### config.mk
export PLATFORM = sky130hd
export DESIGN_NAME = fp_mant_normalize
export DESIGN_NICKNAME = d
export VERILOG_FILES = /design/src/rtl/fp_norm_pkg.sv /design/src/rtl/fp_mant_normalize.sv
export SDC_FILE = /design/constraint.sdc
export NUM_CORES = 1
export LEC_CHECK = 0
export CAP_MARGIN = 15
export CORE_MARGIN = 2
export CORE_UTILIZATION = 50
export CTS_BUF_LIST = sky130_fd_sc_hd__clkbuf_4
export DETAILED_ROUTE_END_ITERATION = 16
export PLACE_DENSITY = 0.86
export REMOVE_ABC_BUFFERS = 1
export SLEW_MARGIN = 0
export SYNTH_ARGS = -nofsm -noshare
export SYNTH_HDL_FRONTEND = slang
export SYNTH_SLANG_ARGS = --single-unit
### constraint.sdc
create_clock -name clk -period 2.6 [get_ports clk]
set_input_delay 0.52 -clock clk [delete_from_list [all_inputs] [get_ports clk]]
set_output_delay 0.52 -clock clk [all_outputs]
set_load 0.05 [all_outputs]
### src/rtl/fp_norm_pkg.sv
// fp_norm_pkg
//   Shared widths and the state encoding for the mantissa normalizer that
//   sits behind the 24-bit mantissa adder of the floating-point add path.
//   Optional macro: NORM_ROUND_EN adds the ROUND state used for
//   round-to-nearest-even on the carry (right shift) path.
package fp_norm_pkg;

  localparam int MANT_W  = 24;                 // mantissa / adder sum width
  localparam int EXP_W   = 8;                  // biased exponent width
  localparam int EXP_MAX = (1 << EXP_W) - 1;   // all-ones exponent = overflow

  typedef enum logic [2:0] {
    ST_IDLE,
    ST_CHECK,
    ST_SHIFT,
    ST_DONE
`ifdef NORM_ROUND_EN
    , ST_ROUND
`endif
  } norm_state_e;

endpackage

### src/rtl/fp_mant_normalize.sv
// fp_mant_normalize
//   Iterative normalizer for the adder result. A word is accepted in IDLE,
//   classified in CHECK (carry / zero / already normalized / needs shifting),
//   shifted left one bit per cycle in SHIFT, and held in DONE until taken.
//
// Ports
//   clk, rst             clock, synchronous active-high reset
//   in_valid/in_ready    input handshake; in_ready high only in IDLE
//   in_mant/in_carry     adder sum and carry-out
//   in_exp               biased exponent of the larger operand
//   out_valid/out_ready  output handshake; outputs frozen while waiting
//   out_mant/out_exp     normalized mantissa and adjusted exponent
//   out_zero/ovf/unf     exact zero, exponent overflow, underflow (exclusive)
//
// Optional macro: NORM_ROUND_EN -- on the carry path the bit shifted out is
//   kept as a guard bit and rounded (nearest-even) in an extra ROUND cycle.
//   Without it the bit is truncated.
module fp_mant_normalize
  import fp_norm_pkg::*;
(
  input  logic              clk,
  input  logic              rst,
  input  logic              in_valid,
  output logic              in_ready,
  input  logic [MANT_W-1:0] in_mant,
  input  logic              in_carry,
  input  logic [EXP_W-1:0]  in_exp,
  output logic              out_valid,
  input  logic              out_ready,
  output logic [MANT_W-1:0] out_mant,
  output logic [EXP_W-1:0]  out_exp,
  output logic              out_zero,
  output logic              out_ovf,
  output logic              out_unf
);

  localparam logic [MANT_W-1:0] MANT_MSB  = {1'b1, {(MANT_W-1){1'b0}}};
  localparam logic [EXP_W:0]    EXP_MAX_X = (EXP_W+1)'(EXP_MAX);
  localparam logic [EXP_W-1:0]  EXP_ONE   = EXP_W'(1);

  norm_state_e       state_q, state_d;
  logic [MANT_W-1:0] mant_q, mant_d;
  logic [EXP_W-1:0]  exp_q, exp_d;
  logic              carry_q, carry_d;
  logic              zero_q, zero_d;
  logic              ovf_q, ovf_d;
  logic              unf_q, unf_d;
  logic [EXP_W:0]    exp_inc;
`ifdef NORM_ROUND_EN
  localparam logic [MANT_W-1:0] MANT_ONE = MANT_W'(1);
  logic              guard_q, guard_d;
`endif

  // One extra bit so the overflow compare cannot be fooled by wrap-around.
  assign exp_inc = {1'b0, exp_q} + (EXP_W+1)'(1);

  always_comb begin
    state_d = state_q;
    mant_d  = mant_q;
    exp_d   = exp_q;
    carry_d = carry_q;
    zero_d  = zero_q;
    ovf_d   = ovf_q;
    unf_d   = unf_q;
`ifdef NORM_ROUND_EN
    guard_d = guard_q;
`endif
    case (state_q)
      ST_IDLE: begin
        if (in_valid) begin
          mant_d  = in_mant;
          carry_d = in_carry;
          exp_d   = in_exp;
          zero_d  = 1'b0;
          ovf_d   = 1'b0;
          unf_d   = 1'b0;
          state_d = ST_CHECK;
        end
      end
      ST_CHECK: begin
        if (carry_q) begin
          carry_d = 1'b0;
          if (exp_inc >= EXP_MAX_X) begin
            ovf_d   = 1'b1;
            mant_d  = '0;
            exp_d   = EXP_W'(EXP_MAX);
            state_d = ST_DONE;
          end else begin
            mant_d  = {1'b1, mant_q[MANT_W-1:1]};
            exp_d   = exp_inc[EXP_W-1:0];
`ifdef NORM_ROUND_EN
            guard_d = mant_q[0];
            state_d = ST_ROUND;
`else
            state_d = ST_DONE;
`endif
          end
        end else if (mant_q == '0) begin
          zero_d  = 1'b1;
          exp_d   = '0;
          state_d = ST_DONE;
        end else if (mant_q[MANT_W-1]) begin
          state_d = ST_DONE;
        end else begin
          state_d = ST_SHIFT;
        end
      end
      ST_SHIFT: begin
        if (mant_q[MANT_W-1]) begin
          state_d = ST_DONE;
        end else if (exp_q > EXP_ONE) begin
          mant_d = {mant_q[MANT_W-2:0], 1'b0};
          exp_d  = exp_q - EXP_ONE;
          // Look ahead: if this shift brings the leading one to the top,
          // finish now so k shifts cost exactly k cycles.
          if (mant_q[MANT_W-2]) begin
            state_d = ST_DONE;
          end
        end else begin
          unf_d   = 1'b1;
          exp_d   = '0;
          state_d = ST_DONE;
        end
      end
`ifdef NORM_ROUND_EN
      ST_ROUND: begin
        // exp_q already holds the carry-adjusted exponent here.
        if (guard_q && mant_q[0]) begin
          if (&mant_q) begin
            if (exp_inc >= EXP_MAX_X) begin
              ovf_d  = 1'b1;
              mant_d = '0;
              exp_d  = EXP_W'(EXP_MAX);
            end else begin
              mant_d = MANT_MSB;
              exp_d  = exp_inc[EXP_W-1:0];
            end
          end else begin
            mant_d = mant_q + MANT_ONE;
          end
        end
        state_d = ST_DONE;
      end
`endif
      ST_DONE: begin
        if (out_ready) begin
          zero_d  = 1'b0;
          ovf_d   = 1'b0;
          unf_d   = 1'b0;
          state_d = ST_IDLE;
        end
      end
      default: state_d = ST_IDLE;
    endcase
  end

  always_ff @(posedge clk) begin
    if (rst) begin
      state_q <= ST_IDLE;
      mant_q  <= '0;
      exp_q   <= '0;
      carry_q <= 1'b0;
      zero_q  <= 1'b0;
      ovf_q   <= 1'b0;
      unf_q   <= 1'b0;
`ifdef NORM_ROUND_EN
      guard_q <= 1'b0;
`endif
    end else begin
      state_q <= state_d;
      mant_q  <= mant_d;
      exp_q   <= exp_d;
      carry_q <= carry_d;
      zero_q  <= zero_d;
      ovf_q   <= ovf_d;
      unf_q   <= unf_d;
`ifdef NORM_ROUND_EN
      guard_q <= guard_d;
`endif
    end
  end

  assign in_ready  = (state_q == ST_IDLE);
  assign out_valid = (state_q == ST_DONE);
  assign out_mant  = mant_q;
  assign out_exp   = exp_q;
  assign out_zero  = zero_q;
  assign out_ovf   = ovf_q;
  assign out_unf   = unf_q;

endmodule

### Yosys cells after proc, flatten, opt, wreduce, memory -nomap -nowiden

Cells that the tools add are included.

| storage, ports and cells | value |
|---|---|
| register bits after elaboration | 39 |
| input bits | 37 |
| output and inout port bits | 37 |
| logic and storage cells | 75 |

| cells by class | value |
|---|---|
| add/subtract/negate cells | 2 |
| order comparisons | 2 |
| equality and inequality tests | 14 |
| mux-type cells | 35 |
| reductions and logical operators | 14 |

Operators with widths:

| cell | number |
|---|---|
| 24-bit 2-to-1 mux | 5 |
| 24-bit case mux with 3 select lines | 1 |
| 8-bit 2-to-1 mux | 6 |
| 24-bit zero test | 1 |
| 8-bit case mux with 3 select lines | 1 |
| 5-bit AND reduction | 4 |
| 2-bit inequality test, second input constant | 8 |
| 3-bit 2-to-1 mux | 5 |
| 1-bit 2-to-1 mux | 12 |
| 3-bit case mux with 4 select lines | 1 |
| 8-bit by 1-bit adder with 9-bit output, second input constant | 1 |
| 9-bit by 8-bit >= comparator with 1-bit output, second input constant | 1 |
| 1-bit case mux with 3 select lines | 3 |
| 3-bit nonzero test | 3 |
| 8-bit by 1-bit greater-than comparator with 1-bit output, second input constant | 1 |
| 8-bit by 1-bit subtractor with 8-bit output, second input constant | 1 |
| 3-bit by 2-bit == test with 1-bit output, second input constant | 2 |
| 3-bit AND reduction | 2 |
| 4-bit inequality test, second input constant | 1 |
| 4-bit AND reduction | 1 |
| 3-bit by 1-bit == test with 1-bit output, second input constant | 1 |
| 3-bit zero test | 1 |
| 3-bit inequality test, second input constant | 1 |
| 2-bit by 1-bit inequality test with 1-bit output, second input constant | 1 |
| 3 further kinds | 3 |

### Longest topological paths before layout

Gate-level depths: netlist (run 1).

| depth | value |
|---|---|
| depth after elaboration | 5 |
| depth in mapped cells | 9 |
| gate-level depth less buffers | 8 |

### Worst setup path after synthesis (run 1)

OpenSTA, ideal clock, no wires.

| timing | value |
|---|---|
| kind | flip-flop to flip-flop |
| start | reg exp_q[0], in the netlist out_exp[0] |
| end | reg mant_q[8], in the netlist out_mant[8] |
| setup time | 0.101 ns |
| arrival time | 2.568 ns |
| required time | 2.499 ns |
| slack | -0.069 ns |
| cell stages (with the launch flop) | 10 |
| path buffers | 2 |
| clock period less this slack | 2.669 ns |
| path through | dfxtp_1 > buf_4 > inv_1 > ha_1 > or2_2 > a31o_2 > nor2_1 > buf_2 > a221oi_2 > o41ai_1 |

| between the ends | value |
|---|---|
| word-level cells in the longest chain between the ends | 5 |
| elaborated cells on any way between the ends | 8 |
| those cells by class | add/sub: 1; order compare: 2; eq/ne: 1; mux: 3; reduce/logical: 1 |

Ends and longest elaborated chain:

| what | RTL line | source |
|---|---|---|
| start, declared | fp_mant_normalize.sv:43 | `logic [EXP_W-1:0] exp_q, exp_d;` |
| start signal, assigned | fp_mant_normalize.sv:172 | `exp_q <= exp_d;` |
| 8-bit by 1-bit adder with 9-bit output | fp_mant_normalize.sv:55 | `assign exp_inc = {1'b0, exp_q} + (EXP_W+1)'(1);` |
| 9-bit by 8-bit >= comparator with 1-bit output | fp_mant_normalize.sv:83 | `if (exp_inc >= EXP_MAX_X) begin` |
| 24-bit 2-to-1 mux | fp_mant_normalize.sv:83 |  |
| 24-bit 2-to-1 mux | fp_mant_normalize.sv:81 | `if (carry_q) begin` |
| 24-bit case mux with 3 select lines | fp_mant_normalize.sv:68 | `case (state_q)` |
| end signal, assigned | fp_mant_normalize.sv:171 | `mant_q <= mant_d;` |
| end, declared | fp_mant_normalize.sv:42 | `logic [MANT_W-1:0] mant_q, mant_d;` |

Parallel ways exist; a longest one is shown, timed or not. The select of a mux whose other input is x is not followed.
A chain may end at the register's enable or synchronous reset.

### Worst setup path after layout (run 1)

| timing | value |
|---|---|
| start | reg exp_q[0], in the netlist out_exp[0] |
| end | reg mant_q[18], in the netlist out_mant[18] |

The elaborated chain is that of the path after synthesis.

==> flow_summary.toml, run 1 <==
[grt]
grt_max_degree = 45
grt_use_total_pct = 26.3
antenna_found_initial = 0
grt_pass1_vias = 2709
grt_pass1_wl_um = 13200
grt-ovfl-total = 0

[logic_synthesis]
ys_types = 59
synth_compound_area_share_pct = 34.9
synthXorXnorAreaFrac_pct = 2.22
synth_top_area_share_pct = 27.5
synth_top_family_by_area = "compound AO/OA/AOI/OAI gates"
yosys.area.top_type = "dfxtp_1"
synth-simple-area-share_pct = 24.0
synthCells = 331
synthMuxAreaShare_pct = 0.362
synthAdderAreaFrac_pct = 4.07
synth_flop_cell = "dfxtp_1"
synth_seq_cells = 38
syn_avg_cell_area_um2 = 8.35
synthMostInstantiatedCell = "nor2_1"
yosysWarnings = 0
async_flop_share_pct = 0
syn_area_um2 = 2770
synth.area.top_cells = "dfxtp_1 28%, a221oi_2 9.8%, o41ai_1 6.0%"
ys_seq_area_share_pct = 27.5
synth_common_cells = "40 x nor2_1, 38 x dfxtp_1, 22 x nand3b_1"
synth-edff-count = 0

[place]
hpwl_um = 5610
gp_congestion = 0.959
io_buffers = 73
preCtsSetupSlack_ns = 0.0898
placed_cell_area_um2 = 3600

[min_path]
hold_class = "reg -> reg"
hp-start = "out_mant[0]"
whs_path_depth = 2
hold_end = "out_mant[0]"

[finish]
nNetsFinal = 443
fin_util_pct = 67.6
seq_area_um2 = 764
fin_area_um2 = 3670
drive_gt1_share_pct = 14.8
multi_input_area_um2 = 1830
antennaDiodeCount = 0
fill_cells = 422
syn_to_final_growth_pct = 32.9

[floorplanning]
initial_core_util_pct = 50.8
core_um2 = 5440
die_h_um = 78.4
die-area_um2 = 6140
rows = 27
die_w_um = 78.4
ios = 74

[sta]
tightestPinTransition_ns = 0.740
period_minus_slack_ns = 2.45
fmax_mhz = 407
worst_slack_ns = 0.145
skew_ns = 0.0190
maxSlewViolCount = 0
post-route-period-util_pct = 94.4
rsz0062_at_grt = "no"
report.final.hold_viol_count = 0
relSlewSlack_pct = 50.7
finalSetupViolations = 0

[route]
wl_per_cell_um = 17.3
antenna_left = 0
drtIter0Drc = 325
drtPass1Iterations = 5
wirelength_um = 8150
num_vias = 2976
via_per_inst = 6.33
post-route-drc-count = 0

[critical_path]
crit_type = "reg -> reg"
cp-start-kind = "register"
cp.required_ns = 2.84
cp_max_fo = 25
timing.rr.start = "out_exp[0]"
arrival_ns = 2.69
r2r_end = "out_mant[18]"
r2r_slack_ns = 0.15
rr_worst_depth = 7
end_kind = "register"

[clock_tree]
post-cts-setup-buffers = 0
clock_sinks = 38
cts-root-buf = "clkbuf_4"
htree_levels = 2
cts_tree = "done"
clock_latency_ns = 0.37
cts_buffers = 5
clock_tree.buffer_depth = 2
clk_pin_slew_worst_paths_ns = 0.14

[flow_run]
drv_cap = 0

[status]
status = "complete, no violations"
==> cells in the final DEF (no fill, tap or decap), drive strengths merged, types with 4 or more instances in the layout <==
| cell | synthesis | routed |
|---|---|---|
| a211oi | 4 | 4 |
| a21oi | 12 | 12 |
| a221oi | 26 | 26 |
| buf | 10 | 17 |
| clkbuf | 20 | 5 |
| clkdlybuf4s50 | 0 | 72 |
| dfxtp | 38 | 38 |
| ha | 9 | 9 |
| inv | 12 | 12 |
| nand2 | 20 | 20 |
| nand3 | 7 | 7 |
| nand3b | 22 | 22 |
| nor2 | 40 | 40 |
| nor2b | 5 | 5 |
| nor3 | 5 | 5 |
| nor4 | 8 | 8 |
| o211ai | 6 | 6 |
| o21ai | 13 | 13 |
| o221ai | 4 | 4 |
| o41ai | 19 | 19 |
| xnor2 | 5 | 5 |
==> per-layer routing <==
metal  vias to the layer above  global-route usage, %  part of all wire [%]
met5                         -                      0                     0
met1                      1383                   36.3                    44
met3                        13                   5.29                   8.8
met2                       173                   41.6                    45
met4                         0                   7.54                   1.2
li1                       1407                      -                     -
==> per-stage QoR <==
stage | instances | hold slack, ns | TNS, ns
6_report | 470 | 0.520 | 0
5_1_grt | 470 | 0.551 | 0
4_1_cts | 470 | 0.525 | 0
3_5_place_dp | 462 | 0.507 | 0
3_3_place_gp | 462 | 0.509 | 0
2_1_floorplan | 301 | 0.476 | -24.14
==> worst max path at each step <==
| stage | startpoint | to | slack [ns] | depth (start not counted) |
|---|---|---|---|---|
| 2_1_floorplan | out_exp[0] | out_mant[16] | -1.11 | 7 |
| 4_1_cts | out_exp[0] | state_q[1] | 0.05 | 8 |
| 5_1_grt | out_exp[0] | out_mant[20] | 0.004 | 8 |
| 3_3_place_gp | out_exp[1] | out_mant[16] | 0.19 | 7 |
| 6_report | out_exp[0] | out_mant[18] | 0.15 | 7 |
| 3_5_place_dp | out_exp[0] | state_q[1] | 0.09 | 8 |
==> cell families after synthesis <==
kind of cell | after synthesis
flops | 38
mux | 1
compound gates | 109
xor+xnor | 7
fa+ha+maj | 9
buf+inv | 43
simple gates | 124
==> critical path, cell delays in order (launching register included) <==
cell and delay [ns]:
dfxtp_2 0.40, ha_1 0.26, nor2b_1 0.16, o21ai_0 0.15, a2bb2o_4 0.25, o41a_4 0.66
a221oi_1 0.33, o41ai_1 0.11
==> sequential cells by signal (all words and copies together) (netlist names) <==
name      count
out_unf       1
out_zero      1
out_mant     24
carry_q       1
state_q       2
out_exp       8
out_ovf       1
==> layout make-up <==
cell class,count,area share [%]
Clock inverter,3,0.579
Timing Repair Buffer,89,24.0
Clock buffer,5,1.02
Inverter,13,1.33
Tap cell,72,2.45
Sequential cell,38,20.8
Multi-Input combinational cell,250,49.8
==> what timing repair did <==
action,4_1_cts,5_1_grt
hold buffers,0,0
setup endpoints to repair,0,26
gates resized for setup,0,5
Power of run 1 is left out: the tool's default activity adds up to more than one toggle a clock period on the data nets, which glitch-free logic cannot reach.
==> inputs of run 2 (changes only) <==
--- a/config.mk
+++ b/config.mk
@@ -7,2 +7,3 @@
 export LEC_CHECK = 0
+export ABC_CLOCK_PERIOD_IN_PS = 2600
 export CAP_MARGIN = 15
==> constraint.sdc (replaced) <==
create_clock -name clk -period 2.6 [get_ports clk]
set_input_delay 0.65 -clock clk [delete_from_list [all_inputs] [get_ports clk]]
set_output_delay 0.65 -clock clk [all_outputs]
set_load 0.05 [all_outputs]
==> run 2 against run 1 <==
Net effect: first-iteration DRC count rose by 2.5%; sequential cell count did not move; non-clock buffer count fell by 1; sequential share of layout area fell by 0.19 points; hold slack improved by 0.013 ns; clock skew fell by 0.0049 ns; largest cell class unchanged.
==> flow_summary.toml, run 2 (synthesized netlist as in run 1, its figures left out) <==
[floorplanning]
initial_core_util_pct = 50.8
rows = 27
die_w_um = 78.4
die-area_um2 = 6140
ios = 74
die_h_um = 78.4
core_um2 = 5440

[sta]
post-route-period-util_pct = 96.1
tightestPinTransition_ns = 0.662
fmax_mhz = 400
skew_ns = 0.0141
period_minus_slack_ns = 2.50
rsz0062_at_grt = "no"
relSlewSlack_pct = 55.8
maxSlewViolCount = 0
worst_slack_ns = 0.102
report.final.hold_viol_count = 0
finalSetupViolations = 0
setup_tns_ns = 0

[finish]
drive_gt1_share_pct = 13.8
largest_reg_flops = 24
layout_common_cells = "70 x clkdlybuf4s50_1, 39 x nor2_1, 36 x dfxtp_1, 22 x nand3b_1, 20 x nand2_1"
syn_to_final_growth_pct = 33.9
fin_util_pct = 68.1
final_common_cell = "clkdlybuf4s50_1"
antennaDiodeCount = 0
nNetsFinal = 443
stdcell_count = 470

[place]
io_buffers = 73
hpwl_um = 5520
preCtsSetupSlack_ns = 0.0505
dp.cells = 461
gp_congestion = 1.02

[grt]
grt_use_total_pct = 26.4
antenna_found_initial = 0
grt-ovfl-total = 0
grt_pass1_wl_um = 13200
grt_pass1_vias = 2799
grt_max_degree = 45

[critical_path]
arrival_ns = 1.85
slowest_delay_ns = 0.89
cp_max_fo = 11
cp.required_ns = 1.95
crit_type = "reg -> out"
cp_cell_sequence = "clkdlybuf4s50_1"
critPathSlowestCell = "clkdlybuf4s50_1"
end_kind = "output port"
crit_family = "buffers and inverters"
worst-path-buf-inv = 1
cp-start-kind = "register"

[clock_tree]
clock_latency_ns = 0.36
clk_pin_slew_worst_paths_ns = 0.13
cts-root-buf = "clkbuf_4"
cts_buffers = 5
post-cts-setup-buffers = 0
htree_levels = 2
cts_tree = "done"
clock_sinks = 38
clock_tree.buffer_depth = 2

[min_path]
hold_class = "reg -> reg"

[status]
status = "complete, no violations"

[route]
via_per_inst = 6.39
num_vias = 3005
routed-wl-met2_um = 3750
post-route-drc-count = 0
top_layer_used = "met4"
wirelength_um = 8270
wl_per_cell_um = 17.6
drtPass1Iterations = 5
drtIter0Drc = 333
met1_length_um = 3560
antenna_left = 0
dr_wl_met3_um = 784

[flow_run]
drv_cap = 0
run 2: final cells by class:
cell class,instances,area (um2)
multi-input combinational,251,1830
inverter,13,48.8
tap,72,90.1
timing repair buffer,88,868
clock buffer,5,37.5
sequential,38,763
fill,424,1740
clock inverter,3,63.8
run 2: metal layers:
layer,track usage (%),vias up
met1,35.8,1387
met2,42.0,180
met4,8.07,0
li1,-,1413
met5,0,-
met3,5.75,25
run 2: stage by stage:
stage                     hold WS, ns  area, um2
final                           0.533       3700
after global routing            0.565       3700
after global placement          0.506       3580
after detailed placement        0.520       3580
after CTS                       0.538       3680
after floorplan                 0.476       2620
run 2: timing repair:
item | 4_1_cts | 5_1_grt
endpoints found under the hold margin | 0 | 0
resized for setup | 0 | 4
setup endpoints to repair | 0 | 23
hold buffers | 0 | 0
run 2: final timing paths:
check | endpoint | slack [ns] | cells after the start | from
worst min register to register | state_q[0] | 0.53 | 2 | state_q[0]
worst max-delay path | out_exp[5] | 0.10 | 1 | out_exp[5]
worst min-delay path | state_q[0] | 0.53 | 2 | state_q[0]
worst max register to register | state_q[1] | 0.13 | 8 | out_exp[1]
run 2: tightest hold or removal path, stage by stage (launching register included):
cell     delay (ns)
dfxtp_1        0.38
nand2_1        0.07
a21oi_1        0.05
Power of run 2 is left out for the same reason.
